### src/rtl/note_seq_ctrl.sv
// Record/playback sequencer for the 64x32 guitar note RAM.
// Records OR-accumulated note vectors once per tempo tick and plays them back at the same rate.
module note_seq_ctrl #(
  parameter int ADDR_W = 6,
  parameter int NOTE_W = 32
) (
  input  logic              clk,
  input  logic              resetn,
  input  logic              i_tick,
  input  logic              i_select,
  input  logic              i_back,
  input  logic              i_mode_play,
  input  logic [NOTE_W-1:0] i_note_in,
  input  logic [NOTE_W-1:0] i_ram_q,
  output logic [ADDR_W-1:0] o_ram_addr,
  output logic              o_ram_wren,
  output logic [NOTE_W-1:0] o_ram_data,
  output logic [NOTE_W-1:0] o_note_out,
  output logic              o_note_valid,
  output logic [ADDR_W:0]   o_length,
  output logic [3:0]        o_state
);

  typedef enum logic [3:0] {
    IDLE         = 4'd0,
    SEL_REL      = 4'd1,
    REC_ARM      = 4'd2,
    REC_ARM_REL  = 4'd3,
    REC          = 4'd4,
    REC_STOP_REL = 4'd5,
    DONE         = 4'd6,
    PLAY         = 4'd7
  } state_t;

  state_t              r_state;
  logic [ADDR_W-1:0]   r_wr_ptr;
  logic [ADDR_W:0]     r_rd_ptr;
  logic [NOTE_W-1:0]   r_capture;
  logic                r_vld_p0;
  logic                r_vld_p1;

  logic                w_last_wr;
  logic                w_rd_end;
  logic [NOTE_W-1:0]   w_word;

  // Bits 30 and above are reserved in the stored word and always written as zero.
  function automatic logic [NOTE_W-1:0] clear_reserved(input logic [NOTE_W-1:0] w);
    logic [NOTE_W-1:0] r;
    r = w;
    for (int i = 30; i < NOTE_W; i++) r[i] = 1'b0;
    return r;
  endfunction

  assign w_last_wr = (r_wr_ptr == {ADDR_W{1'b1}});
  assign w_rd_end  = (r_rd_ptr == o_length);
  assign w_word    = clear_reserved(r_capture | i_note_in);
  assign o_state   = r_state;

  always_ff @(posedge clk) begin
    if (!resetn) begin
      r_state      <= IDLE;
      r_wr_ptr     <= '0;
      r_rd_ptr     <= '0;
      r_capture    <= '0;
      r_vld_p0     <= 1'b0;
      r_vld_p1     <= 1'b0;
      o_ram_addr   <= '0;
      o_ram_wren   <= 1'b0;
      o_ram_data   <= '0;
      o_note_out   <= '0;
      o_note_valid <= 1'b0;
      o_length     <= '0;
    end else begin
      o_ram_addr   <= '0;
      o_ram_wren   <= 1'b0;
      o_note_valid <= 1'b0;
      r_vld_p0     <= 1'b0;
      r_vld_p1     <= r_vld_p0;
      case (r_state)
        IDLE: begin
          if (i_select) r_state <= SEL_REL;
        end
        SEL_REL: begin
          if (!i_select) begin
            if (!i_mode_play) begin
              r_state <= REC_ARM;
            end else if (o_length != '0) begin
              r_state  <= PLAY;
              r_rd_ptr <= '0;
            end else begin
              r_state <= IDLE;
            end
          end
        end
        REC_ARM: begin
          if (i_back)        r_state <= IDLE;
          else if (i_select) r_state <= REC_ARM_REL;
        end
        REC_ARM_REL: begin
          if (!i_select) begin
            r_state   <= REC;
            r_wr_ptr  <= '0;
            o_length  <= '0;
            r_capture <= '0;
          end
        end
        REC: begin
          o_ram_addr <= r_wr_ptr;
          if (i_tick) begin
            // Registered write: address, data and enable all land the cycle after the tick.
            o_ram_wren <= 1'b1;
            o_ram_data <= w_word;
            r_wr_ptr   <= r_wr_ptr + ADDR_W'(1);
            o_length   <= o_length + (ADDR_W+1)'(1);
            r_capture  <= '0;
            if (w_last_wr)     r_state <= DONE;
            else if (i_select) r_state <= REC_STOP_REL;
          end else begin
            r_capture <= r_capture | i_note_in;
            if (i_select) r_state <= REC_STOP_REL;
          end
        end
        REC_STOP_REL: begin
          if (!i_select) r_state <= DONE;
        end
        DONE: begin
          if (i_back || i_select) r_state <= IDLE;
        end
        PLAY: begin
          o_ram_addr <= r_rd_ptr[ADDR_W-1:0];
          if (i_back || (i_tick && w_rd_end)) begin
            // Leaving playback drops any read still in flight.
            r_state    <= IDLE;
            o_note_out <= '0;
            r_vld_p0   <= 1'b0;
            r_vld_p1   <= 1'b0;
          end else begin
            if (i_tick) begin
              r_rd_ptr <= r_rd_ptr + (ADDR_W+1)'(1);
              r_vld_p0 <= 1'b1;
            end
            // Stage p1 -> output: RAM data for the address issued two cycles ago.
            if (r_vld_p1) begin
              o_note_out   <= i_ram_q;
              o_note_valid <= 1'b1;
            end
          end
        end
        default: r_state <= IDLE;
      endcase
    end
  end

endmodule
### config.mk
export PLATFORM = sky130hd
export DESIGN_NAME = note_seq_ctrl
export DESIGN_NICKNAME = d
export VERILOG_FILES = /design/src/rtl/note_seq_ctrl.sv
export SDC_FILE = /design/constraint.sdc
export NUM_CORES = 1
export LEC_CHECK = 0
export BUFFER_PORTS_ARGS = -buffer_cell sky130_fd_sc_hd__buf_2
export CAP_MARGIN = 20
export CORE_ASPECT_RATIO = 1.25
export CORE_MARGIN = 10
export CORE_UTILIZATION = 55
export CTS_BUF_LIST = sky130_fd_sc_hd__clkbuf_4 sky130_fd_sc_hd__clkbuf_8 sky130_fd_sc_hd__clkbuf_16
export DETAILED_ROUTE_END_ITERATION = 16
export GPL_ROUTABILITY_DRIVEN = 1
export PLACE_DENSITY = 0.85
export SYNTH_ARGS = -nofsm -noshare
export SYNTH_HDL_FRONTEND = slang
export SYNTH_SLANG_ARGS = --single-unit
### constraint.sdc
create_clock -name clk -period 3.8 [get_ports clk]
set_input_delay 0.76 -clock clk [delete_from_list [all_inputs] [get_ports clk]]
set_output_delay 0.76 -clock clk [all_outputs]
set_load 0.02 [all_outputs]
==> key figures, run 1 <==
Clock tree
  • Clock-pin slew on the worst setup and hold paths: 0.05 ns
  • CTS tree: done
  • Clk buf depth: 2
  • Setup Buffers After CTS: 0
  • CTS Buf Count: 17
  • CTS Hold Buffers Added: 0
  • Post-cts resize count: 0
  • H-tree depth: 4
  • Clk root buf: clkbuf_16
  • Clock sink count: 126
  • Clk_lat worst skew: roughly 0.4 ns

Final layout
  • Share of layout cells above drive strength 1: 0.306
  • Final instance area: ~0.0063 mm²
  • Synth-to-layout area growth: 25.3%
  • Most frequent cells in the layout: buf_2 (148), dfxtp_1 (126), nor2_1 (66)
  • Ant. Diodes: 0
  • Most common cell after layout, fill and taps aside: buf_2
  • Nets: 733

Drt
  • Max Used Layer: met4
  • Wire per inst: around 16 µm
  • Total Wirelength: 13.0 mm
  • Drt first-iter violations: 234
  • Met1 WL: roughly 5.4 mm
  • Mean number of vias per cell: around 5.5
  • Vias: 4389
  • Antenna Nets Post-Route: 0
  • Routed length on met2: around 6.2 mm
  • 1st-pass router iterations: 6
  • DR DRC count: 0
  • Routed wl met3: approximately 1.1 mm

Synth
  • Distinct cells, synth: 64
  • Synthesized instance count: between 500 and 600
  • Post-synthesis sequential area ratio: 0.501
  • Synthesized area: about 0.0050 mm²
  • Post-synth EDFFs: 0
  • Primary FF master, synth: dfxtp_1
  • Ys Warns: 0
  • Synth Register Bits: 126
  • Post-synth ARST share: 0
  • Mapped Avg Cell Area: between 9 and 10 µm²

Hold path
  • Hold/Removal Path Class: reg -> reg
  • Min-delay src: r_vld_p0

Setup path
  • Critical-path cell list: nor4b_4, and2_1, buf_4, a21oi_1, nor2b_1, o21a_1
  • Reg-to-reg slack, setup: 1.27 ns
  • Arrival @ worst endpoint: 2.88 ns
  • Reg2reg end: r_wr_ptr[3]
  • Reg2reg start: o_state[2]
  • Slowest CP cell: dfxtp_1
  • R2R depth: 6
  • CP startpoint kind: register
  • CP Class: reg -> reg
  • Maximum net fanout on the critical path: 30
  • Worst path bufs/invs: 1
  • WP data required: 4.15 ns
  • CP Depth: 6
  • Critical path's largest stage delay: roughly 0.60 ns
  • Crit path capture type: register
  • CP startpoint: o_state[2]
  • Worst Setup EP: r_wr_ptr[3]
  • Crit path max-delay family: simple AND/OR/NAND/NOR gates

GRT
  • Global-route wire length before repair: 21.1 mm
  • Largest net degree at the start of global routing: 41
  • Global route total overflow: 0
  • Vias in the first global route: 4299
  • Total track usage: 0.188
  • Initial antenna violation count: 0

Power
  • Maximum VDD drop: approximately 0.43 mV
  • Lkg Pwr: 2.71 nW
  • Power per Cell Area: 484 mW/mm²
  • Total power: slightly above 3 mW

Die
  • Core ar.: around 0.0090 mm²
  • Die Height: 127 µm
  • Die area: around 0.013 mm²
  • Starting Density: 0.558
  • Die Width: 106 µm
  • # IOs: 153
  • Row Count: 39

Timing
  • Pins Over Slew Limit: 0
  • Worst Tran Pin Value: 0.608 ns
  • Slew Limit Headroom: 0.594
  • Total negative slack: 0 ns
  • Setup-failing EPs final: 0
  • Final hold vios: 0
  • Tcrit/Tclk final: 0.666
  • RSZ-0062 raised after global routing: false
  • Max Fclk: 0.395 GHz
  • Setup Skew: 0.0117 ns
  • Post-layout min period: 2.53 ns
  • Final Worst Setup Slack: 1.27 ns

Placed design
  • Dpl cell area: 0.00571 mm²
  • RePlAce Congestion: 0.913
  • PortBufs: roughly 150
  • Placement Setup Slack: 1.26 ns
  • Dpl hpwl: 9.08 mm

Run
  • Max_cap viols: 0

Outcome
  • Status: completed
## sequential cells by signal (all words and copies together) (netlist names)
| register | cells |
|---|---|
| r_rd_ptr | 7 |
| r_vld_p1 | 1 |
| o_ram_wren | 1 |
| o_ram_addr | 6 |
| r_vld_p0 | 1 |
| r_capture | 30 |
| o_length | 7 |
| r_wr_ptr | 6 |
| o_ram_data | 30 |
| o_state | 4 |
| o_note_out | 32 |
| o_note_valid | 1 |
## metrics by stage
step | hold WS [ns] | util | cells
after floorplan | 0.416 | - | 527
after global placement | 0.418 | 0.632 | 763
after detailed placement | 0.430 | 0.632 | 763
after CTS | 0.437 | 0.699 | 794
after global routing | 0.451 | 0.699 | 794
final | 0.434 | 0.699 | 794
## cell families after synthesis
family                     synth area share
adders and majority gates           0.00993
xor gates and xnor gates             0.0122
muxes                               0.00621
buffers and inverters                0.0596
AOI/OAI and AO/OA                     0.183
DFF                                   0.501
and+or+nand+nor                       0.228
other                              0.000744
## synthesized netlist by cell type, types with 2 or more instances
cell	instances	area, µm²
a211o_1	2	17.5
a21boi_1	2	15.0
a21oi_1	40	200
a22o_1	33	289
a22oi_1	9	67.6
a31oi_1	4	25.0
a41oi_1	2	17.5
and2_1	2	12.5
and3_1	2	12.5
buf_2	9	45.0
buf_4	4	30.0
buf_6	13	146
clkbuf_1	13	48.8
dfxtp_1	126	2520
ha_1	4	50.1
inv_1	6	22.5
mux2i_1	2	20.0
nand2_1	27	101
nand3_1	9	45.0
nand3b_1	3	22.5
nor2_1	66	248
nor2b_1	14	87.6
nor3_1	35	175
nor3b_1	30	225
nor4b_4	2	47.6
o2111ai_1	2	17.5
o21a_1	5	37.5
o21ai_0	11	55.1
o22ai_1	3	18.8
o31ai_1	2	15.0
or2_1	2	12.5
or2_2	3	18.8
or4b_1	2	20.0
xnor2_1	3	26.3
xor2_1	4	35.0
## cell type report
class	count	area (µm²)
Fill cell	687	2720
Sequential cell	126	2520
Multi-Input combinational cell	354	2230
Timing Repair Buffer	153	778
Clock buffer	18	439
Clock inverter	13	165
Tap cell	123	154
Inverter	7	26.3
## routing by layer
metal | vias up | global-route usage
met3 | 25 | 0.0744
met5 | - | 0
met2 | 169 | 0.301
li1 | 2148 | -
met1 | 2047 | 0.220
met4 | 0 | 0.0766
## worst min-delay path by stage
stage,endpoint,depth (start not counted)
finish,r_vld_p1,1
CTS,r_vld_p1,1
global placement,r_vld_p1,1
global route,r_vld_p1,1
floorplan,r_vld_p1,1
detailed placement,r_vld_p1,1
## power breakdown
part	internal [mW]	leakage, nW	total, mW	switching, mW
clock network	1.05	0.285	1.63	0.582
logic	0.0437	1.41	0.0980	0.0543
registers	1.32	1.01	1.33	0.00678
Power figures use the tool's default switching activity.
==> inputs of run 2 (changes only) <==
--- a/config.mk
+++ b/config.mk
@@ -9,11 +9,11 @@
 export CAP_MARGIN = 20
 export CORE_ASPECT_RATIO = 1.25
 export CORE_MARGIN = 10
-export CORE_UTILIZATION = 55
+export CORE_UTILIZATION = 46
 export CTS_BUF_LIST = sky130_fd_sc_hd__clkbuf_4 sky130_fd_sc_hd__clkbuf_8 sky130_fd_sc_hd__clkbuf_16
 export DETAILED_ROUTE_END_ITERATION = 16
 export GPL_ROUTABILITY_DRIVEN = 1
-export PLACE_DENSITY = 0.85
+export PLACE_DENSITY = 0.76
 export SYNTH_ARGS = -nofsm -noshare
 export SYNTH_HDL_FRONTEND = slang
 export SYNTH_SLANG_ARGS = --single-unit
==> constraint.sdc (replaced) <==
create_clock -name clk -period 2.13 [get_ports clk]
set_input_delay 0.426 -clock clk [delete_from_list [all_inputs] [get_ports clk]]
set_output_delay 0.426 -clock clk [all_outputs]
set_load 0.02 [all_outputs]
==> run 2 against run 1 <==
Design area grew 3.6%. Global-route usage shrank 1.7 points. Die area grew 16%. Setup slack lost 1.1 ns. Clock power grew 99%. Maximum frequency grew 30%. Wire length grew 4.5%. Critical path type unchanged. Highest routed layer is now met5.
==> key figures, run 2 (same netlist as run 1, synthesis figures left out) <==
Hold path
  • Hold/Removal Path Class: in -> reg
  • Min-delay src: i_ram_q[7]

Final layout
  • Register Area: 0.00252 mm² (unchanged)
  • Flip-flop count of the largest register after layout: 32 (unchanged)
  • Share of layout cells above drive strength 1: 0.321 (+0.0157)
  • Synth-to-layout area growth: 29.7%
  • Area of the multi-input gates: 0.00224 mm² (+0.62%)
  • Ant. Diodes: 0 (unchanged)
  • Most common cell after layout, fill and taps aside: buf_2
  • Top reg by flops: o_note_out
  • Nets: 746 (+1.8%)
  • Most frequent cells in the layout: buf_2 (148), dfxtp_1 (126), nor2_1 (66)
  • Largest registers: o_note_out (32), o_ram_data (30), r_capture (30)
  • Filler Cell Count: 890 (+30%)

Clock tree
  • Clk buf depth: 2 (unchanged)
  • Clock sink count: 126 (unchanged)
  • H-tree depth: 4 (unchanged)
  • Clk_lat worst skew: 0.40 ns (about the same)
  • Clock-pin slew on the worst setup and hold paths: 0.06 ns (about the same)
  • CTS Buf Count: 17 (unchanged)
  • Setup Buffers After CTS: 0 (unchanged)
  • CTS Hold Buffers Added: 0 (unchanged)
  • Clk root buf: clkbuf_16
  • CTS tree: done

Power
  • Sequential Power Share: 0.409 (-0.026)
  • Logic pwr share: 0.033 (about the same)
  • NetSw: 1.21 mW (+88%)
  • P_int: 4.58 mW (+90%)
  • Power per Cell Area: 886 mW/mm² (+83%)
  • Maximum VDD drop: 0.517 mV (+20%)
  • Lkg Pwr: 2.84 nW (+4.6%)
  • Sw frac: 0.209 (-0.00138)
  • Total power: 5.79 mW (+90%)
  • Clock Power Share: 0.558 (+0.025)

Setup path
  • Reg2reg start: o_state[1]
  • Crit path capture type: register
  • Reg-to-reg slack, setup: 0.19 ns (-1.08 ns)
  • CP startpoint kind: register
  • Maximum net fanout on the critical path: 8 (-73%)
  • CP Depth: 5 (-1)
  • WP data required: 2.41 ns (-1.74 ns)
  • Critical path's largest stage delay: 0.46 ns (-0.14 ns)
  • Reg2reg end: r_rd_ptr[3]
  • CP Class: reg -> reg
  • CP startpoint: o_state[1]
  • Arrival @ worst endpoint: 2.22 ns (-0.66 ns)
  • R2R depth: 5 (-1)
  • Crit path max-delay family: compound AO/OA/AOI/OAI gates
  • Worst Setup EP: r_rd_ptr[3]
  • Slowest CP cell: dfxtp_1
  • Critical-path cell list: nand2_1, or3_4, a211o_4, a222oi_1, o22ai_1
  • Worst path bufs/invs: 0 (-1)

GRT
  • Total track usage: 0.171 (-0.0167)
  • Initial antenna violation count: 1 (+1)
  • M3 GR Usage: 0.0657 (-0.00874)
  • GRT met2 Usage: 0.277 (-0.0242)
  • Vias in the first global route: 4406 (+2.5%)
  • Largest net degree at the start of global routing: 43 (+4.9%)
  • Most used routing layer: met2
  • Global-route wire length before repair: 21.9 mm (+3.8%)
  • Met1 Use GR: 0.199 (-0.0206)
  • Global route total overflow: 0 (unchanged)

Die
  • Starting Density: 0.472 (-0.0858)
  • Die Width: 114 µm (+7.6%)
  • Core ar.: 0.0107 mm² (+18%)
  • # IOs: 153 (unchanged)
  • Die Height: 137 µm (+7.9%)
  • Die area: 0.0156 mm² (+16%)
  • Row Count: 42 (+7.7%)

Drt
  • Drt first-iter violations: 281 (+20%)
  • Vias: 4481 (+2.1%)
  • Mean number of vias per cell: 5.48 (-0.78%)
  • DR DRC count: 0 (unchanged)
  • 1st-pass router iterations: 5 (-1)
  • Wire per inst: 16.6 µm (+1.6%)
  • Antenna Nets Post-Route: 0 (unchanged)
  • Total Wirelength: 13.5 mm (+4.5%)

Timing
  • Hold WS: 0.230 ns (-0.204 ns)
  • Pins Over Slew Limit: 0 (unchanged)
  • RSZ-0062 raised after global routing: false
  • Slew Limit Headroom: 0.659 (+0.0654)
  • Setup Skew: 0.00632 ns (-0.00537 ns)
  • Total negative slack: 0 ns (unchanged)
  • Worst Tran Pin Value: 0.511 ns (-0.0969 ns)
  • Post-layout min period: 1.94 ns (-0.591 ns)
  • Tcrit/Tclk final: 0.911 (+0.245)
  • Setup-failing EPs final: 0 (unchanged)
  • Max Fclk: 0.515 GHz (+30%)
  • Final hold vios: 0 (unchanged)

Run
  • Max_cap viols: 0 (unchanged)

Placed design
  • Dpl hpwl: 9.45 mm (+4.1%)
  • PortBufs: 148 (unchanged)
  • RePlAce Congestion: 0.905 (-0.88%)

Outcome
  • Status: completed
run 2: cell types whose count changed in the layout (fill, tap and decap cells not counted), sizes merged:
cell | before | now
buf | 153 | 166
bufinv | 3 | 5
clkinv | 4 | 5
clkinvlp | 4 | 0
inv | 9 | 11
run 2: repair_timing:
action                     CTS  global route
resized for setup            0             2
hold endpoints to repair     0             0
setup endpoints to repair    0            28
run 2: worst register-to-register path: stages, from the launching register on:
cell,delay (ns)
dfxtp_1,0.46
nand2_1,0.13
or3_4,0.40
a211o_4,0.34
a222oi_1,0.38
o22ai_1,0.11
run 2: layer usage:
metal	routed length (µm)	vias to the layer above
met5	13	-
met4	193	2
met3	1120	17
met2	6380	173
met1	5840	2120
li1	-	2169
run 2: worst min path at each step:
stage	endpoint	slack, ns	cells past startpoint
final	o_note_out[7]	0.23	2
after global routing	o_note_out[0]	0.22	2
after CTS	o_note_out[7]	0.21	2
after detailed placement	r_vld_p1	0.43	1
after global placement	r_vld_p1	0.42	1
after floorplan	r_vld_p1	0.42	1
run 2: power groups by stage:
stage / Clock [mW] / Sequential, mW / Combinational [mW]
2_1_floorplan: 0 / 2.42 / 0.0970
3_3_place_gp: 0 / 2.42 / 0.180
3_5_place_dp: 0 / 2.42 / 0.186
4_1_cts: 3.30 / 2.37 / 0.188
5_1_grt: 3.40 / 2.37 / 0.207
6_report: 3.24 / 2.37 / 0.190
run 2: per-stage QoR:
step,utilization,setup WS [ns],instances,cell area [µm²]
floorplan,-,0.144,527,5050
global placement,0.549,0.215,785,5850
detailed placement,0.549,0.141,785,5850
CTS,0.612,0.119,817,6520
global route,0.613,0.0639,817,6540
finish,0.613,0.189,817,6540
run 2: final cells by class:
cell class,count,share of cell area
sequential,126,0.386
multi-input combinational,354,0.343
timing repair buffer,166,0.140
clock buffer,18,0.0672
clock inverter,14,0.0354
tap,132,0.0253
inverter,7,0.00402
==> inputs of run 3 (changes only) <==
--- a/config.mk
+++ b/config.mk
@@ -7,12 +7,13 @@
 export LEC_CHECK = 0
 export BUFFER_PORTS_ARGS = -buffer_cell sky130_fd_sc_hd__buf_2
 export CAP_MARGIN = 20
-export CORE_ASPECT_RATIO = 1.25
+export CORE_ASPECT_RATIO = 0.8
 export CORE_MARGIN = 10
 export CORE_UTILIZATION = 46
 export CTS_BUF_LIST = sky130_fd_sc_hd__clkbuf_4 sky130_fd_sc_hd__clkbuf_8 sky130_fd_sc_hd__clkbuf_16
 export DETAILED_ROUTE_END_ITERATION = 16
 export GPL_ROUTABILITY_DRIVEN = 1
+export GPL_TIMING_DRIVEN = 1
 export PLACE_DENSITY = 0.76
 export SYNTH_ARGS = -nofsm -noshare
 export SYNTH_HDL_FRONTEND = slang
==> run 3 against run 2 <==
Register-to-register slack got worse by 0.07 ns. Clock-buffer cell count grew 5. Die area unchanged. Sequential power is essentially flat. Hold slack better by 0.0045 ns. Setup slack worse by 0.072 ns. Utilization shrank 1.1 points. Wire length increased by 0.49%. Combinational power shrank 4%. Via count decreased by 1.9%. Total power down 3.5%.
==> key figures, run 3 (same netlist as run 1, synthesis figures left out) <==
Die
  • Die area: 0.0156 mm² (unchanged)
  • Core ar.: 0.0108 mm² (+1.3%)
  • Die Width: 137 µm (+21%)
  • Starting Density: 0.466 (-0.00602)
  • Row Count: 34 (-19%)
  • # IOs: 153 (unchanged)
  • Die Height: 114 µm (-17%)

Final layout
  • Most frequent cells in the layout: buf_2 (148), dfxtp_1 (126), nor2_1 (66)
  • Share of layout cells above drive strength 1: 0.319 (-0.00245)
  • Nets: 747 (+0.13%)
  • Ant. Diodes: 0 (unchanged)
  • Most common cell after layout, fill and taps aside: buf_2
  • Flip-flop count of the largest register after layout: 32 (unchanged)
  • Largest registers: o_note_out (32), o_ram_data (30), r_capture (30)
  • Top reg by flops: o_note_out
  • Synth-to-layout area growth: 29.2%
  • Final instance area: 0.00651 mm² (-0.46%)

Timing
  • Total negative slack: 0 ns (unchanged)
  • Max Fclk: 0.497 GHz (-3.6%)
  • Post-layout min period: 2.01 ns (+0.0720 ns)
  • Tcrit/Tclk final: 0.945 (+0.0338)
  • Pins Over Slew Limit: 0 (unchanged)
  • Setup-failing EPs final: 0 (unchanged)
  • Hold WS: 0.235 ns (+0.00449 ns)
  • RSZ-0062 raised after global routing: false
  • Final Worst Setup Slack: 0.117 ns (-0.0720 ns)
  • Final hold vios: 0 (unchanged)
  • Setup Skew: 0.0120 ns (+0.00567 ns)
  • Slew Limit Headroom: 0.606 (-0.0532)
  • Worst Tran Pin Value: 0.591 ns (+0.0801 ns)

Placed design
  • Dpl cell area: 0.00588 mm² (+0.38%)
  • PortBufs: 148 (unchanged)
  • Dpl hpwl: 9.53 mm (+0.82%)
  • RePlAce Congestion: 0.870 (-3.9%)
  • Placement Setup Slack: 0.134 ns (-0.00623 ns)

Setup path
  • CP startpoint kind: register
  • Crit path capture type: register
  • Reg2reg end: r_rd_ptr[1]
  • Reg2reg start: o_state[0]
  • Maximum net fanout on the critical path: 12 (+4)
  • Arrival @ worst endpoint: 2.35 ns (+0.13 ns)
  • Reg-to-reg slack, setup: 0.12 ns (-0.07 ns)
  • CP startpoint: o_state[0]
  • WP data required: 2.46 ns (+0.05 ns)
  • CP Class: reg -> reg
  • R2R depth: 5 (unchanged)

Drt
  • DR DRC count: 0 (unchanged)
  • Routed length on met2: 5.86 mm (-8.0%)
  • Routed wl met3: 1.54 mm (+37%)
  • Met1 WL: 6.04 mm (+3.4%)
  • Total Wirelength: 13.6 mm (+0.49%)
  • Vias: 4397 (-1.9%)
  • 1st-pass router iterations: 5 (unchanged)
  • Mean number of vias per cell: 5.31 (-3.2%)
  • Wire per inst: 16.4 µm (-0.85%)
  • Antenna Nets Post-Route: 0 (unchanged)
  • Max Used Layer: met4
  • Drt first-iter violations: 244 (-13%)

Clock tree
  • CTS Hold Buffers Added: 0 (unchanged)
  • Clk root buf: clkbuf_16
  • CTS Buf Count: 17 (unchanged)
  • Clock-pin slew on the worst setup and hold paths: 0.06 ns (about the same)
  • Clock sink count: 126 (unchanged)
  • Clk buf depth: 2 (unchanged)
  • CTS tree: done
  • H-tree depth: 4 (unchanged)
  • Clk_lat worst skew: 0.40 ns (about the same)

Outcome
  • Status: completed

Run
  • Max_cap viols: 0 (unchanged)

Power
  • Power per Cell Area: 860 mW/mm² (-3.0%)
  • Maximum VDD drop: 0.571 mV (+10%)
  • Lkg Pwr: 2.83 nW (-0.29%)

GRT
  • Largest net degree at the start of global routing: 66 (+53%)
  • Total track usage: 0.169 (-0.00251)
  • Global-route wire length before repair: 21.7 mm (-1.0%)
  • Global route total overflow: 0 (unchanged)
  • Initial antenna violation count: 0 (-1)
  • Vias in the first global route: 4419 (+0.30%)

Hold path
  • Hold path depth: 2 (unchanged)
  • Hold/Removal Path Class: in -> reg
  • Min-Delay Endpoint: o_note_out[8]
  • Min-delay src: i_ram_q[8]
run 3: cell count changes in the layout (fill, tap and decap cells not counted):
| cell | before | now |
|---|---|---|
| bufinv_16 | 5 | 4 |
| inv_6 | 3 | 0 |
| nor4bb_2 | 1 | 0 |
| clkinv_4 | 5 | 0 |
| buf_4 | 15 | 16 |
| clkbuf_4 | 0 | 3 |
| nor4bb_1 | 0 | 1 |
| inv_8 | 1 | 0 |
| clkinv_2 | 0 | 3 |
| clkbuf_8 | 1 | 3 |
run 3: per-stage QoR:
stage | util | instances | power (mW)
after floorplan | - | 527 | 2.52
after global placement | 0.544 | 798 | 2.60
after detailed placement | 0.544 | 798 | 2.60
after CTS | 0.602 | 828 | 5.63
after global routing | 0.602 | 828 | 5.76
final | 0.602 | 828 | 5.59
run 3: area by class of cell:
cell class,count,area [µm²]
clock inverter,7,135
clock buffer,23,489
timing repair buffer,167,921
inverter,7,26.3
sequential,126,2520
tap,144,180
fill,944,4300
multi-input combinational,354,2230
run 3: how the worst max path moves through the flow:
| stage | endpoint |
|---|---|
| global route | r_rd_ptr[1] |
| floorplan | o_state[1] |
| CTS | r_rd_ptr[1] |
| global placement | r_rd_ptr[3] |
| detailed placement | r_rd_ptr[1] |
| finish | r_rd_ptr[1] |
run 3: repair_timing:
action / CTS / global route
endpoints found under the setup margin: 0 / 1
setup buffers: 0 / 0
endpoints found under the hold margin: 0 / 0
resized for setup: 0 / 1
run 3: where the power goes:
part	internal [mW]	leakage (nW)	switching, mW
clock	2.07	0.313	0.967
combinational	0.0825	1.50	0.100
sequential	2.36	1.01	0.0114
run 3: critical path, cell delays in order (launching register included):
cell and delay, ns:
dfxtp_1 0.59, nor4b_4 0.38, o311ai_2 0.23, or2_1 0.33, a211o_1 0.33, o21ai_1 0.08
run 3: routing by layer:
layer / global-route usage / vias up
met5: 0 / -
met4: 0.0491 / 0
li1: - / 2169
met2: 0.254 / 169
met3: 0.0729 / 17
met1: 0.215 / 2042
